### src/rtl/sd_block_responder_if.sv
// Block-device handshake between the core's sector buffer, the responder and the image RAM.
// slave = responder side; master = core/harness side.
interface sd_block_responder_if #(
  parameter int unsigned IMG_AW = 24
);
  logic [31:0]     sd_lba;
  logic            sd_rd;
  logic            sd_wr;
  logic            sd_ack;
  logic [8:0]      sd_buff_addr;
  logic [7:0]      sd_buff_dout;
  logic [7:0]      sd_buff_din;
  logic            sd_buff_wr;
  logic [IMG_AW:0] img_size;
  logic            img_readonly;
  logic [IMG_AW-1:0] img_addr;
  logic            img_rd;
  logic [7:0]      img_din;
  logic            img_wr;
  logic [7:0]      img_dout;

  modport slave (
    input  sd_lba, sd_rd, sd_wr, sd_buff_din, img_size, img_readonly, img_din,
    output sd_ack, sd_buff_addr, sd_buff_dout, sd_buff_wr, img_addr, img_rd, img_wr, img_dout
  );

  modport master (
    output sd_lba, sd_rd, sd_wr, sd_buff_din, img_size, img_readonly, img_din,
    input  sd_ack, sd_buff_addr, sd_buff_dout, sd_buff_wr, img_addr, img_rd, img_wr, img_dout
  );
endinterface

### src/rtl/sd_block_responder.sv
// Host-side block server model: services one 512-byte sector read or write per request
// against a byte-wide image memory, two cycles per byte.
module sd_block_responder #(
  parameter int unsigned IMG_AW    = 24,
  parameter int unsigned ACK_DELAY = 4
) (
  input  logic                  clk_sys,
  input  logic                  reset,
  sd_block_responder_if.slave   bus
);

  localparam int unsigned IDX_W  = 10;
  localparam int unsigned DLY_W  = 8;
  localparam int unsigned END_W  = (IMG_AW + 1 > 42) ? IMG_AW + 1 : 42;
  localparam logic [IDX_W-1:0] IDX_LAST  = IDX_W'(511);
  localparam logic [IDX_W-1:0] IDX_TRAIL = IDX_W'(512);

  typedef enum logic [2:0] {IDLE, DELAY, XFER_RD, XFER_WR, DONE} state_t;

  state_t            state_q, state_d;
  logic [DLY_W-1:0]  dly_q, dly_d;
  logic [IDX_W-1:0]  idx_q, idx_d;
  logic              phase_q, phase_d;
  logic [31:0]       lba_q, lba_d;
  logic              dir_rd_q, dir_rd_d;
  logic              ack_q, ack_d;
  logic [IMG_AW-1:0] img_addr_q, img_addr_d;
  logic              img_rd_q, img_rd_d;
  logic              img_wr_q, img_wr_d;
  logic [8:0]        buff_addr_q, buff_addr_d;
  logic              buff_wr_q, buff_wr_d;
  logic              dout_en_q, dout_en_d;

  // Range test at full width so a huge lba cannot wrap back into the image
  logic [END_W-1:0]  sec_end;
  logic              in_range;
  logic [IMG_AW-1:0] base;
  logic [IDX_W-1:0]  idx_nxt;
  logic [IMG_AW-1:0] addr_cur;
  logic [IMG_AW-1:0] addr_nxt;

  assign sec_end  = END_W'({33'(lba_q) + 33'd1, 9'd0});
  assign in_range = sec_end <= END_W'(bus.img_size);
  assign base     = IMG_AW'({lba_q, 9'd0});
  assign idx_nxt  = idx_q + IDX_W'(1);
  assign addr_cur = base + IMG_AW'(idx_q);
  assign addr_nxt = base + IMG_AW'(idx_nxt);

  // Next-state and next-output logic; outputs describe the following cycle
  always_comb begin
    state_d     = state_q;
    dly_d       = dly_q;
    idx_d       = idx_q;
    phase_d     = phase_q;
    lba_d       = lba_q;
    dir_rd_d    = dir_rd_q;
    ack_d       = ack_q;
    img_addr_d  = img_addr_q;
    buff_addr_d = buff_addr_q;
    img_rd_d    = 1'b0;
    img_wr_d    = 1'b0;
    buff_wr_d   = 1'b0;
    dout_en_d   = 1'b0;

    case (state_q)
      IDLE: begin
        ack_d = 1'b0;
        if (bus.sd_rd || bus.sd_wr) begin
          lba_d    = bus.sd_lba;
          dir_rd_d = bus.sd_rd;
          dly_d    = DLY_W'(ACK_DELAY);
          state_d  = DELAY;
        end
      end

      DELAY: begin
        if (dly_q == '0) begin
          ack_d   = 1'b1;
          idx_d   = '0;
          phase_d = 1'b0;
          if (dir_rd_q) begin
            state_d    = XFER_RD;
            img_addr_d = base;
            img_rd_d   = in_range;
          end else begin
            state_d     = XFER_WR;
            buff_addr_d = 9'd0;
          end
        end else begin
          dly_d = dly_q - DLY_W'(1);
        end
      end

      XFER_RD, XFER_WR: begin
        if (idx_q == IDX_TRAIL) begin
          ack_d   = 1'b0;
          idx_d   = '0;
          state_d = DONE;
        end else if (!phase_q) begin
          phase_d = 1'b1;
          if (state_q == XFER_RD) begin
            buff_addr_d = 9'(idx_q);
            buff_wr_d   = 1'b1;
            dout_en_d   = in_range;
          end else begin
            img_addr_d = addr_cur;
            img_wr_d   = in_range && !bus.img_readonly;
          end
        end else begin
          phase_d = 1'b0;
          idx_d   = idx_nxt;
          // Byte 511 is followed by one strobe-free trailing cycle
          if (idx_q != IDX_LAST) begin
            if (state_q == XFER_RD) begin
              img_addr_d = addr_nxt;
              img_rd_d   = in_range;
            end else begin
              buff_addr_d = 9'(idx_nxt);
            end
          end
        end
      end

      DONE: begin
        ack_d = 1'b0;
        if (!bus.sd_rd && !bus.sd_wr) state_d = IDLE;
      end

      default: state_d = IDLE;
    endcase
  end

  always_ff @(posedge clk_sys) begin
    if (reset) begin
      state_q     <= IDLE;
      dly_q       <= '0;
      idx_q       <= '0;
      phase_q     <= 1'b0;
      lba_q       <= '0;
      dir_rd_q    <= 1'b0;
      ack_q       <= 1'b0;
      img_addr_q  <= '0;
      img_rd_q    <= 1'b0;
      img_wr_q    <= 1'b0;
      buff_addr_q <= '0;
      buff_wr_q   <= 1'b0;
      dout_en_q   <= 1'b0;
    end else begin
      state_q     <= state_d;
      dly_q       <= dly_d;
      idx_q       <= idx_d;
      phase_q     <= phase_d;
      lba_q       <= lba_d;
      dir_rd_q    <= dir_rd_d;
      ack_q       <= ack_d;
      img_addr_q  <= img_addr_d;
      img_rd_q    <= img_rd_d;
      img_wr_q    <= img_wr_d;
      buff_addr_q <= buff_addr_d;
      buff_wr_q   <= buff_wr_d;
      dout_en_q   <= dout_en_d;
    end
  end

  // Data paths pass through in the strobe cycle, gated by registered enables
  assign bus.sd_ack       = ack_q;
  assign bus.img_addr     = img_addr_q;
  assign bus.img_rd       = img_rd_q;
  assign bus.img_wr       = img_wr_q;
  assign bus.sd_buff_addr = buff_addr_q;
  assign bus.sd_buff_wr   = buff_wr_q;
  assign bus.sd_buff_dout = dout_en_q ? bus.img_din : 8'h00;
  assign bus.img_dout     = img_wr_q ? bus.sd_buff_din : 8'h00;

endmodule

### src/flat_wrapper.sv
// flat-port wrapper written by rule: the top's interface ports become plain ports
module sd_block_responder_flat 
#(
  parameter int unsigned IMG_AW    = 24,
  parameter int unsigned ACK_DELAY = 4
)
  (clk_sys, reset, bus_sd_lba, bus_sd_rd, bus_sd_wr, bus_sd_buff_din, bus_img_size, bus_img_readonly, bus_img_din, bus_sd_ack, bus_sd_buff_addr, bus_sd_buff_dout, bus_sd_buff_wr, bus_img_addr, bus_img_rd, bus_img_wr, bus_img_dout);
  sd_block_responder_if #(.IMG_AW(IMG_AW)) bus_i ();
  input  logic clk_sys;
  input  logic reset;
  input wire logic [$bits(bus_i.sd_lba)-1:0] bus_sd_lba;
  input wire logic [$bits(bus_i.sd_rd)-1:0] bus_sd_rd;
  input wire logic [$bits(bus_i.sd_wr)-1:0] bus_sd_wr;
  input wire logic [$bits(bus_i.sd_buff_din)-1:0] bus_sd_buff_din;
  input wire logic [$bits(bus_i.img_size)-1:0] bus_img_size;
  input wire logic [$bits(bus_i.img_readonly)-1:0] bus_img_readonly;
  input wire logic [$bits(bus_i.img_din)-1:0] bus_img_din;
  output wire logic [$bits(bus_i.sd_ack)-1:0] bus_sd_ack;
  output wire logic [$bits(bus_i.sd_buff_addr)-1:0] bus_sd_buff_addr;
  output wire logic [$bits(bus_i.sd_buff_dout)-1:0] bus_sd_buff_dout;
  output wire logic [$bits(bus_i.sd_buff_wr)-1:0] bus_sd_buff_wr;
  output wire logic [$bits(bus_i.img_addr)-1:0] bus_img_addr;
  output wire logic [$bits(bus_i.img_rd)-1:0] bus_img_rd;
  output wire logic [$bits(bus_i.img_wr)-1:0] bus_img_wr;
  output wire logic [$bits(bus_i.img_dout)-1:0] bus_img_dout;
  assign bus_i.sd_lba = bus_sd_lba;
  assign bus_i.sd_rd = bus_sd_rd;
  assign bus_i.sd_wr = bus_sd_wr;
  assign bus_i.sd_buff_din = bus_sd_buff_din;
  assign bus_i.img_size = bus_img_size;
  assign bus_i.img_readonly = bus_img_readonly;
  assign bus_i.img_din = bus_img_din;
  assign bus_sd_ack = bus_i.sd_ack;
  assign bus_sd_buff_addr = bus_i.sd_buff_addr;
  assign bus_sd_buff_dout = bus_i.sd_buff_dout;
  assign bus_sd_buff_wr = bus_i.sd_buff_wr;
  assign bus_img_addr = bus_i.img_addr;
  assign bus_img_rd = bus_i.img_rd;
  assign bus_img_wr = bus_i.img_wr;
  assign bus_img_dout = bus_i.img_dout;
  sd_block_responder #(.IMG_AW(IMG_AW), .ACK_DELAY(ACK_DELAY)) u_core (.clk_sys(clk_sys), .reset(reset), .bus(bus_i));
endmodule
### config.mk
export PLATFORM = sky130hd
export DESIGN_NAME = sd_block_responder_flat
export DESIGN_NICKNAME = d
export VERILOG_FILES = /design/src/rtl/sd_block_responder_if.sv /design/src/rtl/sd_block_responder.sv /design/src/flat_wrapper.sv
export SDC_FILE = /design/constraint.sdc
export NUM_CORES = 1
export LEC_CHECK = 0
export ABC_AREA = 1
export CAP_MARGIN = 0
export CORE_MARGIN = 1
export CORE_UTILIZATION = 25
export DETAILED_ROUTE_END_ITERATION = 8
export HOLD_SLACK_MARGIN = 0.08
export PLACE_DENSITY = 0.42
export SETUP_SLACK_MARGIN = 0.5
export SLEW_MARGIN = 0
export SYNTH_ARGS = -nofsm -noshare
export SYNTH_HDL_FRONTEND = slang
export SYNTH_SLANG_ARGS = --single-unit
### constraint.sdc
create_clock -name clk_sys -period 3.16 [get_ports clk_sys]
set_clock_uncertainty 0.1 [all_clocks]
set_input_delay 0.474 -clock clk_sys [delete_from_list [all_inputs] [get_ports clk_sys]]
set_output_delay 0.474 -clock clk_sys [all_outputs]
set_load 0.005 [all_outputs]
==> flow_summary.toml <==
[status]
status = "finished, final reports clean"

[sta]
tightest_slew_ns = 0.494
fin_crit_sh = 0.804
fin_crit_ns = 2.54
finalSetupTns_ns = 0
setup-violations-final = 0
fmax_mhz = 393
relSlewSlack = 0.667
hold_violations = 0
final_max_slew_viol_count = 0
rsz0062_at_grt = "yes"

[global_routing]
grt_pass1_vias = 5652
grt_usage = 0.156
grt_max_degree = 39
antenna_found_initial = 0
grt_pass1_wl_microns = 29500
grt-ovfl-total = 0

[floorplan]
fp-row-count = 55
start_util = 0.257
die_w_microns = 155
io_pins = 131
dieArea_sq_um = 24100
core-area_sq_um = 22800
fp.dieH_microns = 155

[synth]
synth_most_common_cell = "nand2_1"
synth_top_area_cell = "dfxtp_1"
syn-num-nets = 1012
syn_area_sq_um = 5860
netlist_instances = 912
yosysWarnings = 0
yosysSeqAreaShare = 0.317
synth-seq-cells = 93
synth_top_cell_area_share = 0.317
async_flop_share = 0
synthTopCellsByArea = "dfxtp_1, nand2_1, inv_1"
syn_area_per_cell_sq_um = 6.43
synth-edff-count = 0
synth.distinct_cells = 40
synth_ff_type = "dfxtp_1"
netlist_top_cells_count = "nand2_1, inv_1, nor2_1"

[route]
drc = 0
post_drt_wl_per_cell_microns = 13.5
drtIter0Drc = 285
wl_met3_microns = 755
dr.max_layer_used = "met4"
vias = 5883
wl_met1_microns = 9300
first_pass_iters = 5
drtAntennaViolNets = 0
route.met2.wl_microns = 8090
viasPerCell = 4.31
routed_wl_microns = 18400

[place]
port_buffers = 130
dp.cells = 1339
place_congestion = 0.814
dpl_cell_area_sq_um = 7520
dp_hpwl_microns = 14200

[clocking]
cts_buffer_depth = 2
clock_latency_ns = 0.35
clock_sinks = 93
cts_tree = "yes"
cts_buffers = 9
cts-root-buf = "clkbuf_16"
clkSlewWorstSetupHoldPaths_ns = 0.07
htreeDepth = 3

[setup_path]
critPathRequiredTime_ns = 3.28
max_stage_delay_ns = 0.37
path_max_fanout = 5
end_kind = "register"
critPathArrivalTime_ns = 2.67
cp_slowest_cell = "dfxtp_4"
worstPathCellList = "inv_2 -> nor4_4 -> nand3_1 -> nand2_1 -> nand3_1 -> o21ai_2 -> ha_2 -> ha_1 -> nand2_1 -> nor2_4 -> nand2_1 -> nor2_1 -> xor2_1 -> inv_1 -> nand3_1 -> a21oi_1"
crit_type = "reg2reg"
path_buf_inv = 2
critPathTopFamily = "simple AND/OR/NAND/NOR gates"
cp-start-kind = "register"

[finish]
antenna_cells = 0
utilization = 0.354
stdcell_area_sq_um = 8090
layout.cells.non_filler = 1366
area_delta_synth_final_pct = 38.0
drive_gt1_frac = 0.109
fin_nets = 1148

[hold_path]
hold_path_class = "reg2reg"

[pwr]
ir_drop_mv = 0.297
p_total_uw = 5750
p_per_area_nw_per_um2 = 711
p_leak_uw = 0.00351

[flow_run]
cap_violations = 0
## power breakdown
part | switching, uW | internal [uW]
sequential | 321 | 1520
combinational | 1590 | 1030
clock | 509 | 780
total | 2420 | 3330
## sequential cells by signal, summed over array words and instances, names as in the netlist, 3 cells and up
name / count
u_core.bus.img_addr: 24
u_core.state_q: 3
u_core.lba_q: 32
u_core.idx_q: 10
u_core.dly_q: 8
u_core.bus.sd_buff_addr: 9
## through the flow
stage	setup slack (ns)	hold WS (ns)
after floorplan	0.736	0.339
after global placement	0.334	0.349
after detailed placement	0.327	0.354
after CTS	0.492	0.365
after global routing	0.425	0.385
final	0.618	0.361
## path summary, 6_finish.rpt
path	slack, ns	cells after the start	end	start
setup reg to reg	0.62	16	u_core.bus.img_addr[21]	u_core.idx_q[8]
setup / recovery	0.62	16	u_core.bus.img_addr[21]	u_core.idx_q[8]
hold reg to reg	0.36	2	u_core.dly_q[0]	u_core.dly_q[0]
hold / removal	0.36	2	u_core.dly_q[0]	u_core.dly_q[0]
## worst register-to-register path: stages, from the launching register on
cell	delay, ns
dfxtp_4	0.37
inv_2	0.07
nor4_4	0.30
nand3_1	0.11
nand2_1	0.09
nand3_1	0.09
o21ai_2	0.09
ha_2	0.20
ha_1	0.14
nand2_1	0.11
nor2_4	0.15
nand2_1	0.11
nor2_1	0.13
xor2_1	0.16
inv_1	0.05
nand3_1	0.08
a21oi_1	0.06
## final cells by class
cell class	count	area [sq um]
clock buffers	9	225
clock inverters	7	121
fillers	2549	14800
inverters	145	544
multi-input cells	649	3460
flip-flops and latches	93	1890
well taps	313	392
repair buffers	150	1460
## timing repair
action,4_1_cts,5_1_grt
hold buffers,0,0
pin swaps,2,19
endpoints found under the hold margin,0,0
cloned,0,1
setup buffers,1,9
gates resized for setup,16,40
setup endpoints to repair,11,27
## cells by family (layout without fill, tap and decap cells)
kind of cell | count (synthesis) | count (layout) | share of synthesized area
xor+xnor | 33 | 33 | 0.0493
compound gates | 133 | 133 | 0.118
fa+ha+maj | 22 | 22 | 0.0469
simple gates | 460 | 461 | 0.353
flops | 93 | 93 | 0.317
buf+inv | 171 | 311 | 0.115
## metal layers
| layer | track usage | vias up |
|---|---|---|
| met5 | 0 | - |
| met4 | 0.0401 | 0 |
| met3 | 0.0265 | 17 |
| met2 | 0.250 | 117 |
| met1 | 0.215 | 2601 |
| li1 | - | 3148 |
## cell usage in the layout (no fill, tap or decap), types with 3 or more instances in the layout
cell             synthesis  layout
nand2_1                217     212
inv_1                  136     133
clkdlybuf4s50_1          0     130
nor2_1                 121     108
dfxtp_1                 93      78
a21oi_1                 70      70
nand3_1                 57      57
o21ai_0                 52      51
xor2_1                  32      32
ha_1                    22      20
nand4_1                 19      19
buf_4                    2      19
nor2_2                   6      14
nand2_2                  7      12
nor2_4                   5      11
dfxtp_2                  0      11
inv_2                    6       9
clkbuf_16                0       9
and3_1                   7       6
nor3_1                   4       4
dfxtp_4                  0       4
nor2_8                   3       3
nand2_4                  3       3
nor3_4                   2       3
clkinv_1                 3       3
bufinv_16                0       3
(Power assumes the default switching activity.)
